### config.mk
export PLATFORM = sky130hd
export DESIGN_NAME = inst_loader
export DESIGN_NICKNAME = d
export VERILOG_FILES = /design/src/rtl/inst_loader.sv
export SDC_FILE = /design/constraint.sdc
export NUM_CORES = 1
export LEC_CHECK = 0
export CAP_MARGIN = 20
export CORE_MARGIN = 1
export CORE_UTILIZATION = 62
export DETAILED_ROUTE_END_ITERATION = 10
export PLACE_DENSITY = 0.85
export SLEW_MARGIN = 20
export SYNTH_ARGS = -nofsm -noshare
export SYNTH_HDL_FRONTEND = slang
export SYNTH_SLANG_ARGS = --single-unit
### constraint.sdc
create_clock -name i_clk -period 5.8 [get_ports i_clk]
set_input_delay 1.16 -clock i_clk [delete_from_list [all_inputs] [get_ports i_clk]]
set_output_delay 1.16 -clock i_clk [all_outputs]
set_load 0.02 [all_outputs]
### src/rtl/inst_loader.sv
// Boot-time instruction loader: receives a length/words/checksum byte stream,
// writes 16-bit instructions sequentially into instruction memory from
// address 0, and releases the core from reset only after the image checksum
// has been verified.
module inst_loader #(
  parameter int p_INST_NUM = 1024,
  parameter int p_ADDR_W   = 10
) (
  input  logic                i_clk,
  input  logic                i_rst_n,
  input  logic                i_byte_valid,
  input  logic [7:0]          i_byte,
  output logic                o_byte_ready,
  input  logic                i_restart,
  output logic                o_mem_we,
  output logic [p_ADDR_W-1:0] o_mem_addr,
  output logic [15:0]         o_mem_wdata,
  output logic                o_core_rst,
  output logic                o_done,
  output logic                o_err
);

  typedef enum logic [2:0] {
    S_LEN_HI,
    S_LEN_LO,
    S_DATA_HI,
    S_DATA_LO,
    S_CSUM_HI,
    S_CSUM_LO,
    S_DONE,
    S_ERR
  } state_t;

  // Largest image length that fits in instruction memory.
  localparam logic [15:0] c_MAX_LEN = 16'(p_INST_NUM);

  state_t              state_q, state_d;
  logic [7:0]          hi_q, hi_d;          // high byte of LEN, a word or CSUM
  logic [15:0]         len_q, len_d;        // image length N in words
  logic [15:0]         idx_q, idx_d;        // words written so far; wide enough to reach N without wrapping
  logic [15:0]         sum_q, sum_d;        // running checksum, modulo 2^16
  logic                mem_we_q, mem_we_d;
  logic [p_ADDR_W-1:0] mem_addr_q, mem_addr_d;
  logic [15:0]         mem_wdata_q, mem_wdata_d;

  logic        accept;
  logic [15:0] byte_pair;
  logic [15:0] idx_inc;

  // Stream is always accepted except while parked in a terminal state.
  assign o_byte_ready = (state_q != S_DONE) && (state_q != S_ERR);
  assign accept       = i_byte_valid && o_byte_ready;
  assign byte_pair    = {hi_q, i_byte};
  assign idx_inc      = idx_q + 16'd1;

  // Next-state, datapath and write-strobe computation.
  always_comb begin
    // NOTE: every signal gets a default before the case so no path leaves it
    // unassigned, which would otherwise infer a latch.
    state_d     = state_q;
    hi_d        = hi_q;
    len_d       = len_q;
    idx_d       = idx_q;
    sum_d       = sum_q;
    mem_we_d    = 1'b0;
    mem_addr_d  = mem_addr_q;
    mem_wdata_d = mem_wdata_q;

    unique case (state_q)
      S_LEN_HI: begin
        if (accept) begin
          hi_d    = i_byte;
          state_d = S_LEN_LO;
        end
      end
      S_LEN_LO: begin
        if (accept) begin
          len_d = byte_pair;
          idx_d = '0;
          sum_d = '0;
          if (byte_pair > c_MAX_LEN)  state_d = S_ERR;
          else if (byte_pair == '0)   state_d = S_CSUM_HI;
          else                        state_d = S_DATA_HI;
        end
      end
      S_DATA_HI: begin
        if (accept) begin
          hi_d    = i_byte;
          state_d = S_DATA_LO;
        end
      end
      S_DATA_LO: begin
        if (accept) begin
          mem_we_d    = 1'b1;
          mem_addr_d  = idx_q[p_ADDR_W-1:0];
          mem_wdata_d = byte_pair;
          sum_d       = sum_q + byte_pair;
          idx_d       = idx_inc;
          state_d     = (idx_inc == len_q) ? S_CSUM_HI : S_DATA_HI;
        end
      end
      S_CSUM_HI: begin
        if (accept) begin
          hi_d    = i_byte;
          state_d = S_CSUM_LO;
        end
      end
      S_CSUM_LO: begin
        if (accept) begin
          state_d = (byte_pair == sum_q) ? S_DONE : S_ERR;
        end
      end
      S_DONE, S_ERR: begin
        if (i_restart) begin
          idx_d   = '0;
          sum_d   = '0;
          state_d = S_LEN_HI;
        end
      end
      default: state_d = S_LEN_HI;
    endcase
  end

  // State and datapath registers; reset abandons any partial frame.
  always_ff @(posedge i_clk or negedge i_rst_n) begin
    if (!i_rst_n) begin
      state_q     <= S_LEN_HI;
      hi_q        <= '0;
      len_q       <= '0;
      idx_q       <= '0;
      sum_q       <= '0;
      mem_we_q    <= 1'b0;
      mem_addr_q  <= '0;
      mem_wdata_q <= '0;
    end else begin
      // NOTE: non-blocking assignments so every flop samples pre-edge values.
      state_q     <= state_d;
      hi_q        <= hi_d;
      len_q       <= len_d;
      idx_q       <= idx_d;
      sum_q       <= sum_d;
      mem_we_q    <= mem_we_d;
      mem_addr_q  <= mem_addr_d;
      mem_wdata_q <= mem_wdata_d;
    end
  end

  assign o_mem_we    = mem_we_q;
  assign o_mem_addr  = mem_addr_q;
  assign o_mem_wdata = mem_wdata_q;
  assign o_done      = (state_q == S_DONE);
  assign o_err       = (state_q == S_ERR);
  assign o_core_rst  = (state_q != S_DONE);

endmodule

# == Yosys cells after proc, flatten, opt, wreduce, memory -nomap -nowiden ==
# Cells that the tools add are included.
# word_totals
latch_bits,0
romBits,0
n_memories,0
reg_bits,86
ram_bits,0
# op_classes
order_cmp,1
mux,20
n_eq_ne,18
n_shift,0
bitwise_logic,0
add_sub_neg,2
n_mul,0
div_mod_pow,0
n_reduce_logical,12
# ops
operator,count
16-bit case mux with 3 select lines,2
16-bit 2-to-1 mux,4
16-bit == test,2
3-bit 2-to-1 mux,10
3-bit case mux with 7 select lines,1
"16-bit by 1-bit adder with 16-bit output, second input constant",1
16-bit adder,1
"16-bit by 11-bit > comparator with 1-bit output, second input constant",1
16-bit zero test,1
"2-bit inequality test, second input constant",7
"3-bit == test, second input constant",4
7-bit AND reduction,1
"3-bit by 2-bit == test with 1-bit output, second input constant",2
"3-bit inequality test, second input constant",2
2-bit AND reduction,3
4-bit AND reduction,1
"3-bit by 1-bit == test with 1-bit output, second input constant",1
3-bit zero test,1
1-bit 2-to-1 mux,3
3-bit nonzero test,1
3-bit OR reduction,1
1-bit logical AND,2
2-bit OR reduction,1

# == Longest topological paths before layout ==
# Gate-level depths: netlist of the first run.
# depth
ltp_word,5
ltp_mapped,9
depth_no_buf,9

# == Worst setup path before layout of the first run ==
# OpenSTA, ideal clock, no wires.
# synth_path
kind,in2reg
start,input port i_byte[0]
end,register sum_q[14]
setup_ns,0.129
t_required_ns,5.671
t_arrival_ns,3.017
cell_stages,9
setup_slack_ns,2.654
n_path_buf,0
cell_sequence,ha_1 > fa_1 > a211oi_1 > o21ai_0 > a41oi_1 > o22ai_1 > o21ai_0 > nand2b_1 > nand3_1
# synth_via
elab_chain_len,3
# synth_rtl
item,line,source
"start, declared",12,"input logic [7:0] i_byte,"
16-bit adder,97,sum_d = sum_q + byte_pair;
16-bit 2-to-1 mux,93,if (accept) begin
16-bit case mux with 3 select lines,69,unique case (state_q)
"end signal, assigned",141,sum_q <= sum_d;
"end, declared",41,"logic [15:0] sum_q, sum_d;"
# No other way between the ends. The select of a mux whose other input is x is not followed.
# A chain may end at the register's enable or synchronous reset.

# == Worst setup path after layout of the first run ==
# Same ends and word-level chain as after synthesis.

==> results of run 1 <==
registers in the layout, summed over array words and instances (netlist names):
name	flops
idx_q	16
hi_q	8
len_q	16
o_mem_we	1
state_q	3
o_mem_wdata	16
o_mem_addr	10
sum_q	16
worst min-delay path, cell delays in order, from the launching register on:
cell and delay [ns]:
dfrtp_1 0.35, nand2_1 0.05, nand2_1 0.05
metrics by stage:
| step | instance area [um^2] | setup slack [ns] | utilization (%) |
|---|---|---|---|
| floorplan | 4692 | 2.654 | - |
| global placement | 5140 | 1.948 | 70.49 |
| detailed placement | 5140 | 1.850 | 70.49 |
| CTS | 5314 | 2.232 | 72.87 |
| global route | 5318 | 1.861 | 72.92 |
| finish | 5318 | 2.115 | 72.92 |
metal layers:
layer / vias up / global-route usage (%) / part of all wire, %
li1: 1794 / - / -
met1: 1840 / 38.51 / 44
met2: 141 / 50.49 / 48
met3: 28 / 4.247 / 5.2
met4: 0 / 14.86 / 3.1
met5: - / 0 / 0
worst paths after layout:
kind	start	cells past startpoint	slack [ns]	to
hold / removal	o_mem_wdata[12]	2	0.48	o_mem_wdata[12]
setup / recovery	i_byte[0]	10	2.11	sum_q[14]
hold reg to reg	o_mem_wdata[12]	2	0.48	o_mem_wdata[12]
max in group asynchronous	i_rst_n	1	4.46	sum_q[7]
min in group asynchronous	i_rst_n	1	0.82	o_mem_addr[4]
setup reg to reg	sum_q[0]	9	3.08	sum_q[14]
placed cells by master, fill, tap and decap left out, drive strengths merged, types with 3 or more instances in the layout:
cell,count
buf,3
clkinv,3
o21ai,41
clkbuf,10
mux2i,3
ha,16
nand4,5
clkdlybuf4s50,41
o21bai,3
nor2,23
a21o,7
mux2,23
a22o,6
nand3,17
o31ai,6
and2,5
xor2,16
a31oi,4
a211oi,3
nand2,110
dfrtp,86
nand2b,3
and3,3
a21oi,16
inv,10
nor3,5
xnor2,21
nor4,7
or4,3
logic make-up after synthesis:
group,Yosys count,synth area share [%]
compound gates,104,14.37
xor+xnor,37,6.907
fa+ha+maj,17,4.693
buf+inv,35,3.067
flops,86,45.87
mux,26,6.160
simple gates,191,18.93
power breakdown:
group	switching [mW]	internal (mW)
logic	0.721	0.575
clock network	0.231	0.160
registers	0.210	0.806
total	1.16	1.54
area by class of cell:
cell class	instances	area (um^2)	area share, %
multi-input cells	375	2401	45.15
flip-flops and latches	86	2152	40.47
repair buffers	44	436.7	8.212
clock buffers	10	127.6	2.400
well taps	99	123.9	2.329
clock inverters	6	46.29	0.8706
inverters	8	30.03	0.5647
==> impl_metrics.json, run 1 <==
{
  "path_max_fanout": 5,
  "cts_hold_buffers": 0,
  "globalRoute.totalOverflow": 0,
  "synth.most_common_cell": "nand2_1",
  "run_status": "finished, final reports clean",
  "grt_util_all_layers_pct": 30.08,
  "syn-num-nets": 525,
  "cp_data_arrival_time_ns": 3.93,
  "drtPass1Iterations": 5,
  "die-area_um2": 7919,
  "synth_edf_count": 0,
  "hold_slack_ns": 0.4798,
  "drc": 0,
  "synthTopCellsByCount": "nand2_1 (109), dfrtp_1 (86), o21ai_0 (41)",
  "grt_pass1_wl_mm": 17.93,
  "clkSinkCount": 86,
  "fmax_ghz": 0.2713,
  "cts.reportedPaths.clkPinSlew_ns": 0.09,
  "synth_cells": 496,
  "cts_inserted_buffers": 9,
  "slowest_delay_ns": 0.49,
  "routabilityCongestion": 0.9692,
  "hold_violations": 0,
  "dpl.cell_count": 612,
  "syn_area_um2": 4692,
  "crit_top_cell": "o21ai_0",
  "syn_area_per_cell_um2": 9.460,
  "n_antenna_cell": 0,
  "die_height_um": 88.99,
  "drt_iter0_drc": 284,
  "grt_pass1_vias": 3732,
  "grt_max_degree": 87,
  "cp_cell_sequence": "clkdlybuf4s50_1 -> ha_1 -> fa_1 -> a211oi_1 -> o21ai_0 -> a41oi_1 -> o22ai_1 -> o21ai_0 -> nand2b_1 -> nand3_1",
  "yosysWarnings": 0,
  "async_flop_share_pct": 100.0,
  "fin_crit_ns": 3.685,
  "rsz0062_at_grt": "no",
  "dp.final_hpwl_mm": 7.234,
  "die_x_um": 88.99,
  "synth_cell_types": 56,
  "ioPinCount": 43,
  "tightest_slew_ns": 0.8077,
  "worst_ep_required_time_ns": 6.05,
  "power_leakage_nw": 2.425,
  "cts_resized": 0,
  "cts_max_level": 3,
  "power_density_nw_per_um2": 508.2,
  "critPathKind": "in2reg",
  "cts_tree": "done",
  "drv_slew": 0,
  "setup_viol": 0,
  "slew_headroom_pct": 46.08,
  "yosys-top-cells-area": "dfrtp_1 (46%), nand2_1 (8.7%), mux2_2 (5.5%)",
  "fin_cells": 628,
  "root_buffer": "clkbuf_8",
  "post_cts_buffers": 0,
  "fin_setup_tns_ns": 0,
  "fin_crit_sh_pct": 63.54,
  "clkLatencyLatePin_ns": 0.37,
  "crit_buf_inv": 1,
  "crit_path_start_kind": "input pin",
  "fp.coreArea_um2": 7292,
  "vias": 3803,
  "cts.path.max_buffers": 2,
  "final_antenna_net_count": 0,
  "wl_per_cell_um": 16.97,
  "fillCellCount": 555,
  "area_growth_pct": 13.33,
  "portBuffers": 42,
  "grt_antenna_before_repair": 0,
  "ir_worst_vdd_v": 0.0003041,
  "start_util_pct": 64.34,
  "end_kind": "flop",
  "synth-seq-cells": 86,
  "drive_above_1_share_pct": 9.074,
  "drv_cap": 0,
  "ys.flop_type": "dfrtp_1",
  "cp_top_family": "compound AO/OA/AOI/OAI gates",
  "power_mw": 2.702,
  "hold_path.class": "reg2reg",
  "vias_per_cell": 6.056,
  "ys_seq_area_share_pct": 45.87,
  "synth_largest_area_cell": "dfrtp_1",
  "fp-row-count": 31,
  "routed_wl_mm": 10.66,
  "finClkSkew_ns": 0.01054,
  "yosysTopAreaCellShare_pct": 45.87,
  "cp_slowest_cell": "clkdlybuf4s50_1",
  "fin_nets": 553
}
Note: power is estimated with default switching activity, not from simulation.
==> run 2: changes to the inputs <==
Settings changed: CORE_UTILIZATION 62 to 58, PLACE_DENSITY 0.85 to 0.8.
Clock period 5.8 ns to 3.8 ns, I/O delays scaled along.
==> impl_metrics.json, run 2 (synthesis gave the netlist of run 1 again) <==
{
  "run_status": "finished, final reports clean",
  "rsz0062_at_grt": "no",
  "n_antenna_cell": 0,
  "fin_crit_sh_pct": 86.72,
  "ioPinCount": 43,
  "slew_headroom_pct": 45.82,
  "hold_violations": 0,
  "reg2reg_depth": 9,
  "fp.coreArea_um2": 7767,
  "root_buffer": "clkbuf_8",
  "die_x_um": 91.94,
  "fmax_ghz": 0.3035,
  "drc": 0,
  "start_util_pct": 60.41,
  "end_kind": "flop",
  "setup_viol": 0,
  "drv_cap": 0,
  "cts_tree": "done",
  "drive_above_1_share_pct": 9.263,
  "power_density_nw_per_um2": 791.4,
  "grt_antenna_before_repair": 0,
  "fin_crit_ns": 3.295,
  "cts_inserted_buffers": 9,
  "fp-row-count": 32,
  "layout_commonest_cell": "nand2_1",
  "drtPass1Iterations": 5,
  "die_height_um": 91.94,
  "grt_util_all_layers_pct": 27.28,
  "vias_per_cell": 6.032,
  "finClkSkew_ns": 0.01185,
  "fin_nets": 553,
  "grt_pass1_vias": 3735,
  "crit_path_start_kind": "input pin",
  "power_leakage_nw": 2.449,
  "cts_resized": 0,
  "cp_data_arrival_time_ns": 3.53,
  "cts_max_level": 3,
  "tightest_slew_ns": 0.8097,
  "worst_ep_required_time_ns": 4.04,
  "vias": 3806,
  "final_antenna_net_count": 0,
  "power_mw": 4.248,
  "clkLatencyLatePin_ns": 0.37,
  "ir_worst_vdd_v": 0.0004822,
  "fin_setup_tns_ns": 0,
  "grt_max_degree": 87,
  "cts_hold_buffers": 0,
  "area_growth_pct": 14.40,
  "drt_iter0_drc": 231,
  "post_cts_buffers": 0,
  "grt_pass1_wl_mm": 17.91,
  "routed_wl_mm": 10.73,
  "die-area_um2": 8453,
  "wl_per_cell_um": 17.01,
  "cts.path.max_buffers": 2,
  "clkSinkCount": 86,
  "path_max_fanout": 5,
  "hold_path.class": "in2async",
  "critPathKind": "in2reg",
  "globalRoute.totalOverflow": 0,
  "dp.final_hpwl_mm": 7.331,
  "cts.reportedPaths.clkPinSlew_ns": 0.09,
  "routabilityCongestion": 0.9269,
  "drv_slew": 0,
  "portBuffers": 42,
  "mostFrequentLayoutCells": "nand2_1 (109), dfrtp_1 (86), o21ai_0 (41), clkdlybuf4s50_1 (41)"
}
[run 2: changes by cell type in the layout (fill, tap and decap cells not counted)]
cell	before	now
inv_6	1	2
o21a_2	0	1
clkinv_2	2	1
inv_8	1	0
o21a_1	1	0
bufinv_16	0	2
clkinvlp_4	1	0
[run 2: cell type report]
cell class,count,area (um^2)
Multi-Input combinational cell,375,2402
Fill cell,606,2400
Sequential cell,86,2152
Timing Repair Buffer,44,436.7
Clock buffer,10,127.6
Tap cell,102,127.6
Clock inverter,6,91.34
Inverter,8,30.03
[run 2: metrics by stage]
step	setup slack [ns]	hold slack, ns	utilization (%)	instances	cell area, um^2
finish	0.5048	0.4124	69.10	631	5368
global placement	0.3324	0.4577	66.22	615	5144
floorplan	1.054	0.4473	-	496	4692
detailed placement	0.2158	0.4619	66.24	615	5145
global route	0.3357	0.4949	69.10	631	5368
CTS	0.5419	0.4847	69.06	631	5364
[run 2: power breakdown]
group	switching, mW	leakage [nW]	total (mW)	internal, mW
sequential	0.311	1.11	1.54	1.23
combinational	1.10	1.23	1.98	0.876
clock	0.354	0.111	0.729	0.375
total	1.77	2.45	4.25	2.48
[run 2: path summary, 6_finish.rpt]
kind	startpoint	slack, ns	end
max	i_byte[0]	0.50	sum_q[14]
min	i_rst_n	0.41	o_mem_addr[1]
max reg2reg	sum_q[0]	1.05	sum_q[14]
min reg2reg	o_mem_addr[7]	0.48	o_mem_addr[7]
max in group asynchronous	i_rst_n	2.83	sum_q[7]
min in group i_clk	o_mem_addr[7]	0.48	o_mem_addr[7]
[run 2: worst max-delay path, cell delays in order]
cell,delay (ns)
clkdlybuf4s50_1,0.48
ha_1,0.28
fa_1,0.45
a211oi_1,0.35
o21ai_0,0.18
a41oi_1,0.39
o22ai_1,0.16
o21ai_0,0.24
nand2b_1,0.14
nand3_1,0.09
[run 2: per-layer routing]
metal,global-route usage (%),part of all wire (%)
met5,0,0
met4,12.50,2.2
met3,5.473,5.2
met2,45.40,49
met1,34.30,43
